### src/rtl/softmax_grad.sv
// Cross-entropy gradient stream (p_i - y_i) for one softmax probability vector,
// with argmax tracking and a prediction/correct report when the vector ends.
module softmax_grad #(
   parameter int BIT_REP   = 8,
   parameter int IN_LENGTH = 10,
   parameter int IDX_W     = $clog2(IN_LENGTH)
) (
   input  logic               clk,
   input  logic               rst,
   input  logic               start,
   input  logic [IDX_W-1:0]   label,
   output logic               label_err,
   output logic               busy,
   input  logic               in_valid,
   output logic               in_ready,
   input  logic [BIT_REP-1:0] in_prob,
   output logic               out_valid,
   input  logic               out_ready,
   output logic [BIT_REP:0]   out_grad,
   output logic [IDX_W-1:0]   out_idx,
   output logic               out_last,
   output logic               done,
   output logic [IDX_W-1:0]   pred_class,
   output logic               correct,
   output logic [1:0]         dbg_state
);

   // Handshake: a beat moves on a rising edge where valid && ready. A producer
   // never withdraws valid or changes its payload until that beat has moved.

   localparam int CNT_W = $clog2(IN_LENGTH + 1);
   localparam logic [CNT_W-1:0] LEN_C  = CNT_W'(IN_LENGTH);
   localparam logic [CNT_W-1:0] LAST_C = CNT_W'(IN_LENGTH - 1);
   localparam logic [IDX_W:0]   LEN_L  = (IDX_W + 1)'(IN_LENGTH);
   localparam logic [BIT_REP:0] ONE_E  = {1'b0, {BIT_REP{1'b1}}};

   typedef enum logic [1:0] {
      S_IDLE   = 2'd0,
      S_STREAM = 2'd1,
      S_DONE   = 2'd2
   } state_e;

   state_e state_q, state_d;

   logic [CNT_W-1:0]   cnt_q, cnt_d;
   logic [IDX_W-1:0]   label_q, label_d;
   logic [BIT_REP-1:0] max_val_q, max_val_d;
   logic [IDX_W-1:0]   max_idx_q, max_idx_d;
   logic [IDX_W-1:0]   pred_q, pred_d;
   logic               correct_q, correct_d;
   logic               label_err_q, label_err_d;
   logic               out_valid_q, out_valid_d;
   logic [BIT_REP:0]   out_grad_q, out_grad_d;
   logic [IDX_W-1:0]   out_idx_q, out_idx_d;
   logic               out_last_q, out_last_d;

   logic               label_in_range;
   logic               start_ok;
   logic               in_fire;
   logic               out_fire;
   logic               last_fire;
   logic [IDX_W-1:0]   cur_idx;
   logic [BIT_REP:0]   grad;

   assign label_in_range = ({1'b0, label} < LEN_L);
   assign start_ok       = (state_q == S_IDLE) && start && label_in_range;
   assign in_fire        = in_valid && in_ready;
   assign out_fire       = out_valid_q && out_ready;
   assign last_fire      = out_fire && out_last_q;
   assign cur_idx        = cnt_q[IDX_W-1:0];
   // Subtracting ONE only on the labelled class gives p_i - y_i with no overflow.
   assign grad           = {1'b0, in_prob} - ((cur_idx == label_q) ? ONE_E : '0);

   always_ff @(posedge clk or posedge rst) begin
      if (rst) state_q <= S_IDLE;
      else     state_q <= state_d;
   end

   always_comb begin
      state_d = state_q;
      case (state_q)
         S_IDLE:   if (start_ok) state_d = S_STREAM;
         S_STREAM: if (last_fire) state_d = S_DONE;
         S_DONE:   state_d = S_IDLE;
         default:  state_d = S_IDLE;
      endcase
   end

   always_comb begin
      in_ready  = (state_q == S_STREAM) && (cnt_q < LEN_C) && (!out_valid_q || out_ready);
      busy      = (state_q != S_IDLE);
      done      = (state_q == S_DONE);
      dbg_state = state_q;
   end

   always_comb begin
      cnt_d       = cnt_q;
      label_d     = label_q;
      max_val_d   = max_val_q;
      max_idx_d   = max_idx_q;
      pred_d      = pred_q;
      correct_d   = correct_q;
      label_err_d = (state_q == S_IDLE) && start && !label_in_range;
      out_valid_d = out_valid_q;
      out_grad_d  = out_grad_q;
      out_idx_d   = out_idx_q;
      out_last_d  = out_last_q;

      if (start_ok) begin
         label_d   = label;
         cnt_d     = '0;
         max_val_d = '0;
         max_idx_d = '0;
         pred_d    = '0;
         correct_d = 1'b0;
      end

      if (in_fire) begin
         cnt_d       = cnt_q + CNT_W'(1);
         out_valid_d = 1'b1;
         out_grad_d  = grad;
         out_idx_d   = cur_idx;
         out_last_d  = (cnt_q == LAST_C);
         // Strictly-greater update keeps the lowest index on ties.
         if ((cnt_q == '0) || (in_prob > max_val_q)) begin
            max_val_d = in_prob;
            max_idx_d = cur_idx;
         end
      end else if (out_fire) begin
         out_valid_d = 1'b0;
      end

      if (last_fire) begin
         pred_d    = max_idx_q;
         correct_d = (max_idx_q == label_q);
      end
   end

   always_ff @(posedge clk or posedge rst) begin
      if (rst) begin
         cnt_q       <= '0;
         label_q     <= '0;
         max_val_q   <= '0;
         max_idx_q   <= '0;
         pred_q      <= '0;
         correct_q   <= 1'b0;
         label_err_q <= 1'b0;
         out_valid_q <= 1'b0;
         out_grad_q  <= '0;
         out_idx_q   <= '0;
         out_last_q  <= 1'b0;
      end else begin
         cnt_q       <= cnt_d;
         label_q     <= label_d;
         max_val_q   <= max_val_d;
         max_idx_q   <= max_idx_d;
         pred_q      <= pred_d;
         correct_q   <= correct_d;
         label_err_q <= label_err_d;
         out_valid_q <= out_valid_d;
         out_grad_q  <= out_grad_d;
         out_idx_q   <= out_idx_d;
         out_last_q  <= out_last_d;
      end
   end

   assign label_err  = label_err_q;
   assign out_valid  = out_valid_q;
   assign out_grad   = out_grad_q;
   assign out_idx    = out_idx_q;
   assign out_last   = out_last_q;
   assign pred_class = pred_q;
   assign correct    = correct_q;

endmodule

### config.mk
export PLATFORM = sky130hd
export DESIGN_NAME = softmax_grad
export DESIGN_NICKNAME = d
export VERILOG_FILES = /design/src/rtl/softmax_grad.sv
export SDC_FILE = /design/constraint.sdc
export NUM_CORES = 1
export LEC_CHECK = 0
export CORE_ASPECT_RATIO = 0.5
export CORE_MARGIN = 5
export CORE_UTILIZATION = 30
export DETAILED_ROUTE_END_ITERATION = 6
export HOLD_SLACK_MARGIN = 0.12
export PLACE_DENSITY = 0.52
export SYNTH_ARGS = -nofsm -noshare
export SYNTH_HDL_FRONTEND = slang
export SYNTH_SLANG_ARGS = --single-unit
### constraint.sdc
create_clock -name clk -period 2.2 [get_ports clk]
set_input_delay 0.66 -clock clk [delete_from_list [all_inputs] [get_ports clk]]
set_output_delay 0.66 -clock clk [all_outputs]
set_load 0.005 [all_outputs]
**After elaboration in Yosys (flattened, before gate mapping)**

Cells that the tools add are included.

- Output and inout bits: 26
- Bits of input ports: 17
- Logic and storage cells: 60
- Register bits after elaboration: 43

- Equality and inequality tests: 7
- Reduce and logical (&&, ||, !) cells: 19
- $add $sub $neg: 2
- Mux-type cells: 17
- Order comparisons: 3

Operators with widths:

| kind | count |
|---|---|
| $mux W8 | 4 |
| $mux W4 | 6 |
| $sub A8 B8 Y9 | 1 |
| $eq A4 B4 Y1 | 2 |
| $gt A8 B8 Y1 | 1 |
| $logic_and A1 B1 Y1 | 8 |
| $lt A4 B4 Y1 const B | 2 |
| $reduce_bool A2 Y1 | 4 |
| $add A4 B1 Y4 const B | 1 |
| $eq A4 B4 Y1 const B | 1 |
| $logic_not A4 Y1 | 1 |
| $mux W1 | 4 |
| $mux W2 | 2 |
| $ne A2 B2 Y1 const B | 2 |
| $pmux W2 S2 | 1 |
| $eq A2 B1 Y1 const B | 1 |
| $eq A2 B2 Y1 const B | 1 |
| $logic_not A1 Y1 | 2 |
| $logic_not A2 Y1 | 1 |
| $logic_or A1 B1 Y1 | 2 |
| $reduce_and A2 Y1 | 1 |

**Logic depth before layout (Yosys ltp)**

- Word-level depth: 6
- Mapped depth: 11
- Gate-level depth less buffers: 10

**Least setup slack after synthesis**

OpenSTA, ideal clock, no wires.

- Path type: register to register
- Start: register cnt_q[2]
- End: register out_grad_q[6] (netlist: out_grad[6])
- Library setup time: 0.095 ns
- Setup slack: -0.238 ns
- Arrival: 2.343 ns
- Period minus slack after synthesis: 2.438 ns
- Data required time: 2.105 ns
- Cell stages (with the launch flop): 12
- Path buffers: 1
- Path through: dfrtp_1 buf_2 xnor2_1 nand4_1 inv_1 ha_1 fa_1 nor2b_4 o31a_1 o21a_1 o21a_1 o31ai_1

- Longest elaborated chain between the ends: 4
- Elaborated cells on any way between the ends: 7
- Those cells by class: add/sub (1); order compare (1); eq/ne (1); mux (1); reduce/logical (3)

RTL lines:

| element | line | source |
|---|---|---|
| start: declaration | 45 | `logic [CNT_W-1:0] cnt_q, cnt_d;` |
| start signal: assignment | 153 | `cnt_q <= cnt_d;` |
| parallel branches: the longest is 4 deep, another holds $sub A8 B8 Y9 | -- |  |
| end signal: assignment | 161 | `out_grad_q <= out_grad_d;` |
| end: declaration | 53 | `logic [BIT_REP:0] out_grad_q, out_grad_d;` |

Parallel ways; which one is timed is not known.
A chain may end at the register's enable or synchronous reset.

**Final worst setup path**

- Start: register label_q[3]
- End: register out_grad_q[8] (netlist: out_grad[8])

- Longest elaborated chain between the ends: 3

RTL lines:

| element | line | source |
|---|---|---|
| start: declaration | 46 | `logic [IDX_W-1:0] label_q, label_d;` |
| start signal: assignment | 154 | `label_q <= label_d;` |
| $eq A4 B4 Y1 | 72 | `assign grad = {1'b0, in_prob} - ((cur_idx == label_q) ? ONE_E : '0);` |
| $mux W8 | 72 |  |
| $sub A8 B8 Y9 | 72 |  |

Every way passes these cells.

==> results by group <==
Yosys
  – Top cell type by total area after synthesis: dfrtp_1
  – Yosys reg bits: 43
  – Sequential area share after synthesis: between 40% and 50%
  – Yosys warns: 0
  – Synthesized Nets: ~290
  – Number of synthesized flops with an enable pin: 0
  – Share of the synthesized area in the top cell type: 44.1%
  – Mapped cell area: 2440 um2
  – Mean Syn Cell Area: 9.58 um2
  – Ranking of synthesized cells by area: dfrtp_1, ha_1, nand2_1
  – Primary FF master, synth: dfrtp_1
  – Post-synth cell types: 44
  – Cells after synthesis: approximately 260
  – Asr flop ratio synth: 100%

CTS
  – CTS max path bufs: 2
  – Reg clk slew, reported paths: 0.07 ns
  – CTS tree: yes
  – Cts bufs inserted: 5
  – CTS Root Cell: clkbuf_16
  – Hold_buf cts: 0
  – Number of clock sinks: 43
  – Clock H-tree levels: 2
  – Clk Latency, worst-skew pair: 0.29 ns

Setup path
  – Worst path depth: 11
  – CP max stage delay: 0.41 ns
  – RR Endpoint: out_grad[8]
  – Crit path launch type: flop
  – Setup crit end kind: flop
  – RR Startpoint: label_q[3]
  – Critical Path Most Common Cell: o21a_1
  – Worst path slowest cell: dfrtp_1
  – Type of the worst setup path: reg2reg
  – R2R depth: 11
  – CP Max Fanout: 4
  – Cell chain of the critical path: xnor2_2 -> nand4_1 -> buf_6 -> inv_4 -> ha_4 -> fa_2 -> nor2b_4 -> o31a_1 -> o21a_1 -> o21a_1 -> o41ai_2
  – Delay-heaviest family, CP: compound AO/OA/AOI/OAI gates
  – Buf+Inv Stages, Crit Path: 2
  – R2r setup slk: -0.11 ns
  – CP arrival: 2.50 ns
  – Req. time, crit path: 2.39 ns

Hold path
  – Hold depth: 1
  – Worst Hold Class: reg2reg
  – Worst Hold Path EP: out_grad[4]
  – Hold_sp: out_grad[4]

Global routing
  – Global-route wire length before repair: 10500 um
  – Vias in the first global route: 2223
  – Total grt overflow: 0
  – Antenna violations before repair: 0
  – GRT Total Usage: between 10% and 20%
  – Pin count of the biggest net entering global routing: 44

STA
  – Max Fclk: about 430 MHz
  – Clk_skew: 0.00599 ns
  – Post-route setup slack: -0.111 ns
  – Setup TNS: -0.238 ns
  – WHS: 0.476 ns
  – Setup violations, final: 3
  – Tmin final: around 2.3 ns
  – Max-slew violations: 0
  – RSZ-0062 raised after global routing: yes
  – Worst-Margin Slew: 0.284 ns
  – Slew headroom: 80.8%
  – Final Hold Violating Endpoints: 0
  – Final period util: 105%

Floorplanning
  – Cell Rows: 23
  – Die Y: 73.8 um
  – Die W: 138 um
  – Ports: 43
  – Die ar.: between 10000 and 15000 um2
  – Initial core utilization: 30.6%
  – Core area: 7970 um2

Power
  – Power share of the clock group: 44.2%
  – Pwr per Cell Area: 464 nW/um2
  – Tot Pwr: 1.72 mW
  – Register share of total power: 46.0%
  – Int Power: 1.30 mW
  – Sw Pwr: 0.415 mW
  – Switch share: 24.1%
  – Comb power frac: 9.9%
  – Leakage power figure: 1.80 nW
  – Worst VDD drop: about 270 uV

Layout
  – Fin nets: 382
  – Ant. Diodes: 0
  – Post-Layout Cell Count: between 400 and 500
  – Fin area: 3710 um2
  – Area grow syn2layout: 51.7%
  – Final Core Density: 46.5%
  – Fraction of layout cells with a size suffix above 1: 25.7%

Drt
  – Vias/cell: approximately 4.5
  – Post-Route WL: between 6000 and 7000 um
  – Vias: slightly above 2000
  – Final ANT Viol Nets: 0
  – Residual DRC: 0
  – Detailed Routing Iterations Pass 1: 4
  – WL per Instance: between 10 and 15 um
  – DRT iter0 DRCs: 60

Status
  – Status: finished, violations left
  – Failing checks: setup timing

Placement
  – Placed cell area: 3350 um2
  – Placed Cells: 445
  – Final Wtd Congestion: 0.756
  – IO buf count: 42
  – Setup WS pre-CTS: -0.387 ns
  – Dpl hpwl: ~4600 um

Run
  – Max-cap violations: 0
[power by group through the flow]
stage	Sequential [mW]	Combinational, mW	Clock [mW]
final	0.790	0.170	0.759
after global routing	0.790	0.189	0.822
after CTS	0.790	0.161	0.784
after detailed placement	0.805	0.150	0
after global placement	0.805	0.147	0
after floorplan	0.805	0.0684	0
[registers in the layout, summed over array words and instances (netlist names)]
register / cells
max_val_q: 8
label_q: 4
out_valid: 1
out_last: 1
label_err: 1
cnt_q: 4
max_idx_q: 4
out_grad: 9
dbg_state: 2
out_idx: 4
correct: 1
pred_class: 4
[routing by layer]
metal	GRT usage (%)	part of all wire, %	up-vias
li1	-	-	1054
met1	16.6	47	983
met2	21.9	46	34
met3	4.31	5.6	8
met4	3.87	1.3	0
met5	0	0	-
[worst max path at each step]
stage,start,endpoint,slack (ns)
after global placement,out_ready,in_ready,-0.34
after global routing,label_q[3],out_grad[8],-0.23
after detailed placement,out_ready,in_ready,-0.39
final,label_q[3],out_grad[8],-0.11
after floorplan,cnt_q[0],out_grad[8],-0.14
after CTS,label_q[3],out_grad[8],-0.10
[cell type report]
type / instances / area (um2)
Tap cell: 112 / 140
Inverter: 25 / 96.3
Fill cell: 756 / 4270
Timing Repair Buffer: 91 / 842
Clock inverter: 3 / 25.0
Multi-Input combinational cell: 179 / 1400
Sequential cell: 43 / 1080
Clock buffer: 5 / 125
[synthesized netlist by cell type (4+ instances only)]
library cell and n:
clkbuf_1 4, nor2_1 9, xnor2_1 8, nand4_1 6
a21oi_1 8, o21ai_0 19, ha_1 19, nand2_1 49
o21a_1 4, dfrtp_1 43, mux2i_1 11, o31ai_1 4
inv_1 25
[cells by family (layout without fill, tap and decap cells)]
logic type	Yosys count	after routing	share of synthesized area, %
compound gates	50	50	14.1
simple gates	89	89	18.0
fa+ha+maj	20	20	10.6
buf+inv	33	124	5.53
xor+xnor	9	9	3.23
flops	43	43	44.1
mux	11	11	4.51
[layout by cell type (no fill, tap or decap), types with 3 or more instances in the layout]
master,n
a21oi_1,7
buf_12,3
buf_4,42
buf_6,4
clkbuf_16,5
clkdlybuf4s50_1,34
dfrtp_1,43
dlygate4sd2_1,3
dlymetal6s2s_1,4
ha_1,13
ha_4,6
inv_1,23
mux2i_1,11
nand2_1,49
nand3_1,3
nand4_1,6
nor2_1,8
nor3_1,3
o21a_1,4
o21ai_0,17
o31ai_1,3
xnor2_1,5
xnor2_2,3
[timing repair]
item | 4_1_cts | 5_1_grt
endpoints found under the setup margin | 15 | 18
resized for setup | 17 | 22
setup buffers | 3 | 2
pin swaps | 8 | 15
No activity file was read; power rests on OpenSTA's default activity.
